`src/rtl/multicycle_control.sv`:
```
// Moore control FSM for a five-class multicycle MIPS-style datapath (lw/sw, R-type, addi, beq, j)
// sharing a single memory port that may stall via mem_ready.
module multicycle_control (
  input  logic       clk,
  input  logic       rst_n,
  input  logic [5:0] opcode,
  input  logic       zf,
  input  logic       mem_ready,
  output logic       pc_write,
  output logic       pc_write_cond,
  output logic       ir_write,
  output logic       mem_read,
  output logic       mem_write,
  output logic       i_or_d,
  output logic       reg_write,
  output logic       reg_dst,
  output logic       mem_to_reg,
  output logic       alu_src_a,
  output logic [1:0] alu_src_b,
  output logic [2:0] alu_op,
  output logic [1:0] pc_source,
  output logic [3:0] state,
  output logic       trap
);

  typedef enum logic [3:0] {
    StFetch   = 4'd0,
    StDecode  = 4'd1,
    StMemAddr = 4'd2,
    StMemRd   = 4'd3,
    StMemWb   = 4'd4,
    StMemWr   = 4'd5,
    StRExec   = 4'd6,
    StRWb     = 4'd7,
    StBranch  = 4'd8,
    StJump    = 4'd9,
    StIExec   = 4'd10,
    StIWb     = 4'd11,
    StTrap    = 4'd12
  } state_e;

  localparam logic [5:0] OpRType = 6'b000000;
  localparam logic [5:0] OpLw    = 6'b100011;
  localparam logic [5:0] OpSw    = 6'b101011;
  localparam logic [5:0] OpBeq   = 6'b000100;
  localparam logic [5:0] OpJ     = 6'b000010;
  localparam logic [5:0] OpAddi  = 6'b001000;

  state_e state_q, state_d;

  // Branch resolution is done in the datapath as pc_write_cond & zf.
  logic unused_zf;
  assign unused_zf = zf;

  always_ff @(posedge clk) begin
    if (!rst_n) begin
      state_q <= StFetch;
    end else begin
      state_q <= state_d;
    end
  end

  always_comb begin
    state_d       = state_q;
    pc_write      = 1'b0;
    pc_write_cond = 1'b0;
    ir_write      = 1'b0;
    mem_read      = 1'b0;
    mem_write     = 1'b0;
    i_or_d        = 1'b0;
    reg_write     = 1'b0;
    reg_dst       = 1'b0;
    mem_to_reg    = 1'b0;
    alu_src_a     = 1'b0;
    alu_src_b     = 2'b00;
    alu_op        = 3'b000;
    pc_source     = 2'b00;

    unique case (state_q)
      StFetch: begin
        mem_read  = 1'b1;
        alu_src_b = 2'b01;
        ir_write  = mem_ready;
        pc_write  = mem_ready;
        if (mem_ready) state_d = StDecode;
      end
      StDecode: begin
        alu_src_b = 2'b11;
        unique case (opcode)
          OpRType:     state_d = StRExec;
          OpLw, OpSw:  state_d = StMemAddr;
          OpBeq:       state_d = StBranch;
          OpJ:         state_d = StJump;
          OpAddi:      state_d = StIExec;
          default:     state_d = StTrap;
        endcase
      end
      StMemAddr: begin
        alu_src_a = 1'b1;
        alu_src_b = 2'b10;
        state_d   = (opcode == OpLw) ? StMemRd : StMemWr;
      end
      StMemRd: begin
        mem_read = 1'b1;
        i_or_d   = 1'b1;
        if (mem_ready) state_d = StMemWb;
      end
      StMemWb: begin
        reg_write  = 1'b1;
        mem_to_reg = 1'b1;
        state_d    = StFetch;
      end
      StMemWr: begin
        mem_write = 1'b1;
        i_or_d    = 1'b1;
        if (mem_ready) state_d = StFetch;
      end
      StRExec: begin
        alu_src_a = 1'b1;
        alu_op    = 3'b010;
        state_d   = StRWb;
      end
      StRWb: begin
        reg_write = 1'b1;
        reg_dst   = 1'b1;
        state_d   = StFetch;
      end
      StBranch: begin
        alu_src_a     = 1'b1;
        alu_op        = 3'b001;
        pc_write_cond = 1'b1;
        pc_source     = 2'b01;
        state_d       = StFetch;
      end
      StJump: begin
        pc_write  = 1'b1;
        pc_source = 2'b10;
        state_d   = StFetch;
      end
      StIExec: begin
        alu_src_a = 1'b1;
        alu_src_b = 2'b10;
        state_d   = StIWb;
      end
      StIWb: begin
        reg_write = 1'b1;
        state_d   = StFetch;
      end
      StTrap: begin
        state_d = StTrap;
      end
      default: begin
        state_d = StFetch;
      end
    endcase

    // Reset is synchronous for state, but enables must be quiet in the reset cycle itself.
    if (!rst_n) begin
      pc_write      = 1'b0;
      pc_write_cond = 1'b0;
      ir_write      = 1'b0;
      mem_read      = 1'b0;
      mem_write     = 1'b0;
      reg_write     = 1'b0;
    end
  end

  assign state = state_q;
  assign trap  = (state_q == StTrap);

endmodule

```
`config.mk`:
```
export PLATFORM = sky130hd
export DESIGN_NAME = multicycle_control
export DESIGN_NICKNAME = d
export VERILOG_FILES = /design/src/rtl/multicycle_control.sv
export SDC_FILE = /design/constraint.sdc
export NUM_CORES = 1
export LEC_CHECK = 0
export BUFFER_PORTS_ARGS = -buffer_cell sky130_fd_sc_hd__clkbuf_2
export CAP_MARGIN = 10
export CORE_ASPECT_RATIO = 1.1
export CORE_UTILIZATION = 38
export DETAILED_ROUTE_END_ITERATION = 8
export GPL_TIMING_DRIVEN = 0
export HOLD_SLACK_MARGIN = 0.15
export PLACE_DENSITY = 0.76
export SKIP_CTS_REPAIR_TIMING = 1
export SKIP_LAST_GASP = 1
export SLEW_MARGIN = 40
export SYNTH_ARGS = -nofsm -noshare
export SYNTH_HDL_FRONTEND = slang
export SYNTH_SLANG_ARGS = --single-unit
export TNS_END_PERCENT = 1
```
`constraint.sdc`:
```
create_clock -name clk -period 1.3 [get_ports clk]
set_clock_uncertainty 0.15 [all_clocks]
set_input_delay 0.26 -clock clk [delete_from_list [all_inputs] [get_ports clk]]
set_output_delay 0.26 -clock clk [all_outputs]
set_load 0.03 [all_outputs]
```
======== Word-level counts from Yosys, hierarchy flattened ========
Cells that the tools add are included.
storage, ports and cells
  register bits after elaboration ......... 4
  bits in latches ......................... 0
  memory bits (writable) .................. 0
  ROM bits ................................ 0
  input port bits ......................... 10
  output and inout bits ................... 22
  logic and storage cells ................. 55
  memories ................................ 0
cells by class
  $add $sub $neg .......................... 0
  multiply operators ...................... 0
  divide/modulo/power cells ............... 0
  $lt $le $gt $ge ......................... 0
  eq/ne operators ......................... 20
  shift-type cells ........................ 0
  multiplexer cells ....................... 25
  bitwise operators ....................... 0
  reduce and logical (&&, ||, !) cells .... 9
operators by type and width
  cell                                                              count
  4-bit case mux with 8 select lines                                1
  4-bit == test (second input constant)                             5
  4-bit case mux with 5 select lines                                1
  4-bit by 3-bit == test with 1-bit output (second input constant)  4
  1-bit two-way mux                                                 15
  6-bit == test (second input constant)                             2
  4-bit two-way mux                                                 3
  4-bit by 2-bit == test with 1-bit output (second input constant)  2
  2-bit case mux with 2 select lines                                2
  2-bit OR reduction                                                4
  6-bit by 2-bit == test with 1-bit output (second input constant)  1
  6-bit by 3-bit == test with 1-bit output (second input constant)  1
  6-bit by 4-bit == test with 1-bit output (second input constant)  1
  6-bit logical NOT                                                 1
  2-bit inequality test (second input constant)                     3
  2-bit case mux with 3 select lines                                1
  4-bit by 1-bit == test with 1-bit output (second input constant)  1
  4-bit logical NOT                                                 1
  4-bit OR reduction                                                1
  3-bit two-way mux                                                 1
  3-bit AND reduction                                               1
  3-bit OR reduction                                                1
  1-bit case mux with 2 select lines                                1

======== Logic depth before layout (Yosys ltp) ========
Gate-level depths: netlist of the first run.
  word-level depth ........................ 4
  gate-level depth with buffers ........... 5
  gate-level depth less buffers ........... 4

======== Least setup slack after synthesis of the first run ========
No wires, ideal clock.
  path type ............................... reg2out
  start ................................... reg state_q[2], in the netlist state[2]
  end ..................................... out reg_write
  arrival time ............................ 1.974 ns
  required time ........................... 0.890 ns
  setup slack ............................. -1.084 ns
  cell stages (with the launch flop) ...... 5
  buffers on the path ..................... 0
  path through ............................ dfxtp_1 > nand2b_1 > nor3_1 > a31oi_1 > nor2_1
between the ends
  cells in the longest elaborated chain, start to end .. 4
ends and longest elaborated chain
  what                                                                              line  text
  start: declaration                                                                49    state_e state_q, state_d;
  start signal: assignment                                                          57    state_q <= StFetch;
  start signal: assignment                                                          59    state_q <= state_d;
  4-bit by 3-bit == test with 1-bit output / 4-bit == test (equally long branches)  79    unique case (state_q)
  3-bit OR reduction (no source line) (*)                                           -
  1-bit two-way mux (*)                                                             79
  1-bit two-way mux (*)                                                             158   if (!rst_n) begin
  end: declaration                                                                  15    output logic reg_write,
Every way passes the cells marked *; elsewhere a longest branch is shown, timed or not.

======== Worst setup path in the final report of the first run ========
  start ................................... reg state_q[2], in the netlist state[2]
  end ..................................... out mem_read
between the ends
  cells in the longest elaborated chain, start to end .. 4
ends and longest elaborated chain
  what                                                                                  line  text
  4-bit by 2-bit == test with 1-bit output / 4-bit logical NOT (equally long branches)  79
  2-bit OR reduction (no source line) (*)                                               -
  1-bit two-way mux (*)                                                                 79
  1-bit two-way mux (*)                                                                 158
  end: declaration                                                                      12    output logic mem_read,
Marks and branches as above.

==> results.md, run 1 <==
* Status: complete, but fails checks
* Failing checks: setup timing
* Antenna violations before repair at 0
* CP required at 890 ps
* Cell area after layout at 1020 um2
* Overflow left after global routing at 0
* GRT met1 Usage at 29.6%
* Fraction of layout cells with a size suffix above 1 at 61.6%
* Worst min-delay path startpoint: rst_n
* EDFF count, synth at 0
* R2R setup slack at -420 ps
* Area growth syn-to-layout at 82.6%
* Largest family of logic cells by synthesized area: simple AND/OR/NAND/NOR gates
* Async SR Flop Fraction at 0%
* Post-Syn Area at 559 um2
* Final worst-path cycle share at 134%
* Reg2reg path depth at 5
* P_leak at 0.447 nW
* Tot GR Track Use at 24.1%
* Commonest non-fill, non-tap cell in the layout: clkbuf_2
* Row cnt at 14
* CP top delay family: simple AND/OR/NAND/NOR gates
* Placeable Area at 1370 um2
* Synth Area in Compound Gates at 32.7%
* Buf/Inv on CP at 2
* Input/output buffers at 29
* M3 GR Usage at 6.38%
* Initial drt markers at 18
* Fmax at 572 MHz
* Predominant post-synthesis flop cell: dfxtp_1
* Largest register FFs at 4
* Most frequent cells in the layout: clkbuf_2 (18), buf_4 (14), nor2_1 (8)
* Hold Path Class: input port to flip-flop
* WS Path Type: flip-flop to primary output
* CP startpoint kind: flip-flop
* RSZ-0062 raised after global routing: yes
* CTS tree: yes
* Initial Util at 40.9%
* DRT Wirelength at 2150 um
* Worst stage delay on the critical path at 370 ps
* DP Area at 807 um2
* Final setup fails at 21
* XOR/XNOR share of the synthesized area at 3.13%
* Die W at 38.6 um
* Worst skew pair latency at 250 ps
* Crit. End Element: primary output
* Die Span Y at 42.2 um
* Final worst setup slack at -448 ps
* Detailed Place HPWL at 1230 um
* RR Startpoint: state[2]$_SDFFE_PN0P_
* Vias at 837
* Root Buffer: clkbuf_4
* Final Max Tran Viols at 0
* Reg-to-reg critical path endpoint: state[2]$_SDFFE_PN0P_
* Cell-by-cell trace of the critical path: buf_8 > nor2_4 > nand2_2 > nor3_2 > buf_4
* P per Cell Area at 1070 nW/um2
* Number of global-route vias before repair at 654
* Grt met2 use at 38.3%
* Gpl congestion at 0.882
* WHS Path Cells at 2
* Post-synthesis simple-gate area fraction at 39.8%
* H-tree depth at 1
* Worst Hold End: state[1]$_SDFFE_PN0P_
* Max stage delay cell, worst path: dfxtp_4
* DRC viols at 0
* Tmin final at 1750 ps
* ANT nets after route at 0
* FILL cells at 100
* ANT cells at 0
* Largest net degree at the start of global routing at 11
* Yosys reg bits at 4
* Clk sinks at 4
* Bufs on Longest Clock Path at 2
* Adder-cell share of the synthesized area at 0%
* Nets at 136
* Routed vias/inst at 5.94
* Post-Syn Instances at 84
* Syn_area_per_cell at 6.66 um2
* WL per Instance at 15.3 um
* Die ar. at 1630 um2
* Fin. Hold Viols at 0
* Syn_nets at 94
* CTS clk-pin slew, worst paths at 50 ps
* Synth Warn # at 0
* Worst Path Arrival at 1340 ps
* Initial DRT Pass Iterations at 4
* Busiest grt layer: met2
* Mux cell area share after synthesis at 0%
* Max Fanout on Critical Path at 8
* CTS buffer count at 3
* First-pass GRT wire length at 2810 um
* Max Cap Viol at 0
* VDD IR max at 0.885 mV
* Pre-CTS WS at -351 ps
* I/O pin count at 32
* Synth cell types at 39
* Post-synthesis sequential area ratio at 14.3%
==> cells by family after synthesis <==
logic type / Yosys count
and+or+nand+nor: 45
AOI/OAI and AO/OA: 23
other: 1
buffers and inverters: 9
xor gates and xnor gates: 2
DFF: 4
==> layout make-up <==
type	count	area (um2)	share of cell area (%)
buffer	6	72.6	7.11
multi-input combinational	71	556	54.4
clock buffer	4	26.3	2.57
tap	16	20.0	1.96
sequential	4	92.6	9.07
timing repair buffer	37	243	23.8
inverter	3	11.3	1.10
==> power by group <==
group	internal (W)	leakage (nW)	switching, W
logic	0.000304	0.397	0.000439
registers	0.000142	0.0353	0.0000329
clock network	0.000116	0.0150	0.0000633
==> how the worst max path moves through the flow <==
stage,from,endpoint,slack [ps],depth (start not counted)
finish,state[2]$_SDFFE_PN0P_,mem_read,-450,5
global route,state[2]$_SDFFE_PN0P_,mem_read,-490,5
CTS,state[3]$_SDFFE_PN0P_,reg_write,-610,5
detailed placement,state[3]$_SDFFE_PN0P_,reg_write,-350,5
global placement,state[3]$_SDFFE_PN0P_,reg_write,-320,5
floorplan,state[1]$_SDFFE_PN0P_,reg_write,-400,4
==> synthesized netlist by cell type (all sizes together), types with 2 or more instances <==
master / instances / area [um2]
o21ai: 4 / 20.0
dfxtp: 4 / 80.1
nor2: 12 / 45.0
o31ai: 2 / 20.0
or3: 2 / 12.5
nor3: 9 / 45.0
buf: 6 / 41.3
or4: 2 / 15.0
o21a: 3 / 22.5
nand2b: 4 / 25.0
a21oi: 2 / 10.0
nand2: 8 / 30.0
inv: 3 / 11.3
nand3: 2 / 10.0
==> stage by stage <==
step	hold WS, ps	TNS, ps	total power, W	utilization, %	std cells
after floorplan	252	-5030	0.000599	-	84
after global placement	449	-3710	0.000733	59.1	129
after detailed placement	440	-3900	0.000741	59.1	129
after CTS	182	-8450	0.000927	61.0	133
after global routing	224	-8470	0.00116	74.7	141
final	218	-7370	0.00110	74.7	141
==> routing by layer <==
metal	wire length, um	vias to the layer above
li1	-	391
met1	855	395
met2	1100	43
met3	124	8
met4	68	0
met5	0	-
(Power assumes the default switching activity.)
==> run 2, diff against run 1 <==
CORE_UTILIZATION = 30   (was 38)
PLACE_DENSITY = 0.62   (was 0.76)
==> run 2 against run 1 <==
Compared with the run above:
- the flow still finishes with violations (setup timing)
- sequential share of layout area up 0.55 points
- sequential power up 4%
- final cell count down 1.4%
- wire length down 16%
- final area down 5.8%
- critical path depth down 1
- largest power group unchanged
==> results.md, run 2 (synthesis results as in run 1) <==
* Fin. Hold Viols at 0 (unchanged)
* Initial drt markers at 17 (was 18)
* Antenna violations before repair at 0 (unchanged)
* Hold Path Class: input port to flip-flop (unchanged)
* Largest register FFs at 4 (unchanged)
* Final core occ at 54.6% (was 74.7%)
* Tot GR Track Use at 16.8% (was 24.1%)
* Nets at 133 (was 136)
* Fraction of layout cells with a size suffix above 1 at 53.7% (was 61.6%)
* Clk sinks at 4 (unchanged)
* Row cnt at 16 (was 14)
* Final setup fails at 21 (unchanged)
* Commonest non-fill, non-tap cell in the layout: clkbuf_2 (unchanged)
* Largest net degree at the start of global routing at 11 (unchanged)
* R2R setup slack at -310 ps (was -420 ps)
* Die W at 43.2 um (was 38.6 um)
* WHS Path Cells at 2 (unchanged)
* Initial Util at 31.7% (was 40.9%)
* Overflow left after global routing at 0 (unchanged)
* I/O pin count at 32 (unchanged)
* Root Buffer: clkbuf_4 (unchanged)
* Status: complete, but fails checks (unchanged)
* ANT nets after route at 0 (unchanged)
* Met2 wire length at 899 um (was 1100 um)
* P_leak at 0.429 nW (was 0.447 nW)
* CTS buffer count at 3 (unchanged)
* ANT cells at 0 (unchanged)
* Uppermost layer routed: met4 (unchanged)
* Failing checks: setup timing (unchanged)
* Final Max Tran Viols at 0 (unchanged)
* RSZ-0062 raised after global routing: yes (unchanged)
* Max Fanout on Critical Path at 10 (was 8)
* Non-filler cells, final at 139 (was 141)
* Input/output buffers at 29 (unchanged)
* CTS clk-pin slew, worst paths at 40 ps (was 50 ps)
* Placeable Area at 1760 um2 (was 1370 um2)
* Worst Hold End: state[1]$_SDFFE_PN0P_ (unchanged)
* Reg-to-reg critical path endpoint: state[2]$_SDFFE_PN0P_ (unchanged)
* Crit. End Element: primary output (unchanged)
* Final worst setup slack at -441 ps (was -448 ps)
* Fmax at 574 MHz (was 572 MHz)
* H-tree depth at 1 (unchanged)
* Area growth syn-to-layout at 72.0% (was 82.6%)
* VDD IR max at 0.613 mV (was 0.885 mV)
* Die ar. at 2040 um2 (was 1630 um2)
* Routed vias/inst at 5.56 (was 5.94)
* Reg2reg path depth at 4 (was 5)
* Initial DRT Pass Iterations at 4 (unchanged)
* Worst skew pair latency at 240 ps (was 250 ps)
* Worst Setup SP: state[1]$_SDFFE_PN0P_ (was state[2]$_SDFFE_PN0P_)
* First-pass GRT wire length at 2590 um (was 2810 um)
* DRT Wirelength at 1810 um (was 2150 um)
* Met1 Routed Length at 802 um (was 855 um)
* DRC viols at 0 (unchanged)
* Die Span Y at 47.3 um (was 42.2 um)
* Worst min-delay path startpoint: rst_n (unchanged)
* WL per Instance at 13.0 um (was 15.3 um)
* Most frequent cells in the layout: clkbuf_2 (22), nor2_1 (10), nand2_1 (8), buf_4 (8) (was clkbuf_2 (18), buf_4 (14), nor2_1 (8))
* CP startpoint kind: flip-flop (unchanged)
* CTS tree: yes (unchanged)
* Number of global-route vias before repair at 621 (was 654)
* Detailed Place HPWL at 1300 um (was 1230 um)
* Bufs on Longest Clock Path at 2 (unchanged)
* WL met3 at 94 um (was 124 um)
* WS Path Type: flip-flop to primary output (unchanged)
* Tmin final at 1740 ps (was 1750 ps)
* CP required at 890 ps (about the same)
* Vias at 773 (was 837)
* P per Cell Area at 1050 nW/um2 (was 1070 nW/um2)
* Final worst-path cycle share at 134% (about the same)
* Gpl congestion at 0.845 (was 0.882)
* RR Startpoint: state[2]$_SDFFE_PN0P_ (unchanged)
* Placed Instances at 131 (was 129)
* Max Cap Viol at 0 (unchanged)
* Worst Path Arrival at 1330 ps (was 1340 ps)
* Setup_tns at -6670 ps (was -7370 ps)
==> run 2: layer usage <==
layer / up-vias / GRT usage, %
met5: - / 0
met4: 0 / 8.48
met3: 2 / 3.85
met2: 28 / 27.2
met1: 359 / 21.3
li1: 384 / -
==> run 2: final cells by class <==
cell class	count	area, um2
multi-input combinational	71	509
sequential	4	92.6
tap	18	22.5
fill	185	800
buffer	6	67.6
clock buffer	3	22.5
timing repair buffer	34	236
inverter	3	11.3
==> run 2: critical path, stage by stage (launching register included) <==
cell and delay [ps]:
dfxtp_4 340, buf_6 140, and2b_2 230, nor3_2 190, buf_4 180
==> run 2: worst max-delay path by stage <==
stage,end,slack (ps),cells past startpoint
after floorplan,reg_write,-400,4
after global placement,reg_write,-340,5
after detailed placement,reg_write,-330,5
after CTS,reg_write,-590,5
after global routing,trap,-470,4
final,mem_read,-440,4
==> run 2: through the flow <==
stage / hold WS, ps / setup WS (ps) / cell area (um2) / power [W]
floorplan: 252 / -404 / 642 / 0.000599
global placement: 460 / -339 / 810 / 0.000740
detailed placement: 458 / -330 / 810 / 0.000744
CTS: 212 / -591 / 832 / 0.000906
global route: 200 / -475 / 962 / 0.00108
finish: 199 / -441 / 962 / 0.00101
==> run 2: report_power, final <==
group | total, W | switching, W | internal (W)
clock network | 0.000158 | 0.0000545 | 0.000104
logic | 0.000666 | 0.000391 | 0.000275
registers | 0.000182 | 0.0000401 | 0.000142
==> run 3, diff against run 2 <==
BUFFER_PORTS_ARGS = not set   (was -buffer_cell sky130_fd_sc_hd__clkbuf_2)
DONT_BUFFER_PORTS = 1   (was not set)
PLACE_DENSITY = 0.47   (was 0.62)
SLEW_MARGIN = 5   (was 40)
==> run 3 against run 2 <==
Compared with the run above:
- the run ends with DRC, setup timing left
- clock power grew 4%
- highest routed layer is now met3
- final cell count fell by 22%
- register-to-register slack lost 220 ps
- via count is 15% lower
- worst setup slack got worse by 180 ps
==> results.md, run 3 (synthesis results as in run 1) <==
* Final setup fails at 21 (unchanged)
* WS Path Type: flip-flop to primary output (unchanged)
* I/O pin count at 32 (unchanged)
* Overflow left after global routing at 0 (unchanged)
* WHS Path Cells at 2 (unchanged)
* Fraction of layout cells with a size suffix above 1 at 38.5% (was 53.7%)
* Nets at 103 (was 133)
* Clk sinks at 4 (unchanged)
* Final worst setup slack at -623 ps (was -441 ps)
* Tmin final at 1920 ps (was 1740 ps)
* Commonest non-fill, non-tap cell in the layout: nand2_1 (was clkbuf_2)
* Die Span Y at 47.3 um (unchanged)
* Die W at 43.2 um (unchanged)
* Slew @ Worst Pin at 588 ps
* Largest net degree at the start of global routing at 11 (unchanged)
* Reg2reg path depth at 5 (was 4)
* CP required at 890 ps (about the same)
* Area growth syn-to-layout at 38.9% (was 72.0%)
* Hold Path Class: input port to flip-flop (unchanged)
* Crit. End Element: primary output (unchanged)
* ANT nets after route at 0 (unchanged)
* Die ar. at 2040 um2 (unchanged)
* Max stage delay cell, worst path: dfxtp_4 (unchanged)
* Total power at 0.000889 W (was 0.00101 W)
* First-pass GRT wire length at 2630 um (was 2590 um)
* RSZ-0062 raised after global routing: yes (unchanged)
* Worst min-delay path startpoint: mem_ready (was rst_n)
* Root Buffer: clkbuf_4 (unchanged)
* P_leak at 0.268 nW (was 0.429 nW)
* Bufs on Longest Clock Path at 2 (unchanged)
* Fin. Hold Viols at 0 (unchanged)
* R2R setup slack at -530 ps (was -310 ps)
* CP startpoint kind: flip-flop (unchanged)
* Failing checks: DRC, setup timing (was setup timing)
* Number of global-route vias before repair at 576 (was 621)
* Input/output buffers at 0 (was 29)
* WL per Instance at 16.6 um (was 13.0 um)
* Max Fanout on Critical Path at 10 (unchanged)
* Worst stage delay on the critical path at 400 ps (was 340 ps)
* Setup_tns at -10,300 ps (was -6670 ps)
* DRC viols at 1 (was 0)
* H-tree depth at 1 (unchanged)
* Final core occ at 44.1% (was 54.6%)
* Cell-by-cell trace of the critical path: clkbuf_4 > nor2_1 > a21oi_1 > nor2_2 (was buf_6 > and2b_2 > nor3_2 > buf_4)
* Initial drt markers at 26 (was 17)
* Detailed Place HPWL at 1300 um (about the same)
* Placeable Area at 1760 um2 (unchanged)
* Max Cap Viol at 0 (unchanged)
* Row cnt at 16 (unchanged)
* DP Area at 664 um2 (was 810 um2)
* Most frequent cells in the layout: nand2_1 (8), nor2_1 (7), clkbuf_4 (5) (was clkbuf_2 (22), nor2_1 (10), nand2_1 (8), buf_4 (8))
* Tot GR Track Use at 18.0% (was 16.8%)
* CTS clk-pin slew, worst paths at 40 ps (about the same)
* RR Startpoint: state[1]$_SDFFE_PN0P_ (was state[2]$_SDFFE_PN0P_)
* Worst skew pair latency at 240 ps (about the same)
* Antenna violations before repair at 0 (unchanged)
* Initial Util at 31.7% (unchanged)
* VDD IR max at 0.648 mV (was 0.613 mV)
* Worst Path Arrival at 1510 ps (was 1330 ps)
* Fmax at 520 MHz (was 574 MHz)
* Gpl congestion at 0.779 (was 0.845)
* Worst Hold End: state[0]$_SDFFE_PN0P_ (was state[1]$_SDFFE_PN0P_)
* CTS buffer count at 3 (unchanged)
* P per Cell Area at 1140 nW/um2 (was 1050 nW/um2)
* CTS tree: yes (unchanged)
* Final Max Tran Viols at 0 (unchanged)
* Cell area after layout at 777 um2 (was 962 um2)
* Status: complete, but fails checks (unchanged)
* Final worst-path cycle share at 148% (was 134%)
* ANT cells at 0 (unchanged)
* Reg-to-reg critical path endpoint: state[0]$_SDFFE_PN0P_ (was state[2]$_SDFFE_PN0P_)
* CP top delay family: simple AND/OR/NAND/NOR gates (unchanged)
* Largest register FFs at 4 (unchanged)
* Initial DRT Pass Iterations at 6 (was 4)
* FILL cells at 193 (was 185)
* Vias at 655 (was 773)
* Buf/Inv on CP at 1 (was 2)
* Routed vias/inst at 6.01 (was 5.56)
* DRT Wirelength at 1810 um (about the same)
* Rel. slew slack at 60.6%
## run 3: metal layers
metal	GRT usage (%)	vias to the layer above	wire length, um
met5	0	-	0
met3	7.69	0	146
met1	22.4	303	830
met4	5.45	0	0
li1	-	322	-
met2	28.4	30	832
## run 3: how the worst max path moves through the flow
stage	start	to	slack [ps]	cells after the start
CTS	state[3]$_SDFFE_PN0P_	reg_write	-750	4
global placement	state[1]$_SDFFE_PN0P_	state[0]$_SDFFE_PN0P_	-510	5
detailed placement	state[3]$_SDFFE_PN0P_	reg_write	-490	4
floorplan	state[1]$_SDFFE_PN0P_	reg_write	-400	4
global route	state[3]$_SDFFE_PN0P_	alu_src_b[1]	-710	4
finish	state[3]$_SDFFE_PN0P_	alu_src_b[1]	-620	4
## run 3: report_power, final
group          total (W)  internal, W  leakage, nW  switching [W]
registers       0.000207     0.000142       0.0353      0.0000653
logic           0.000516     0.000179        0.219       0.000338
clock network   0.000165     0.000104       0.0138      0.0000610
## run 3: final cells by class
| cell class | instances | area [um2] | area share, % |
|---|---|---|---|
| clock buffer | 3 | 22.5 | 2.90 |
| multi-input combinational | 71 | 534 | 68.8 |
| timing repair buffer | 4 | 37.5 | 4.83 |
| inverter | 3 | 11.3 | 1.45 |
| buffer | 6 | 56.3 | 7.25 |
| sequential | 4 | 92.6 | 11.9 |
| tap | 18 | 22.5 | 2.90 |
## run 3: through the flow
stage | setup slack (ps) | hold slack (ps) | instances
floorplan | -404 | 252 | 84
global placement | -513 | 292 | 102
detailed placement | -492 | 292 | 102
CTS | -750 | 31.4 | 105
global route | -714 | 95.3 | 109
finish | -623 | 75.4 | 109
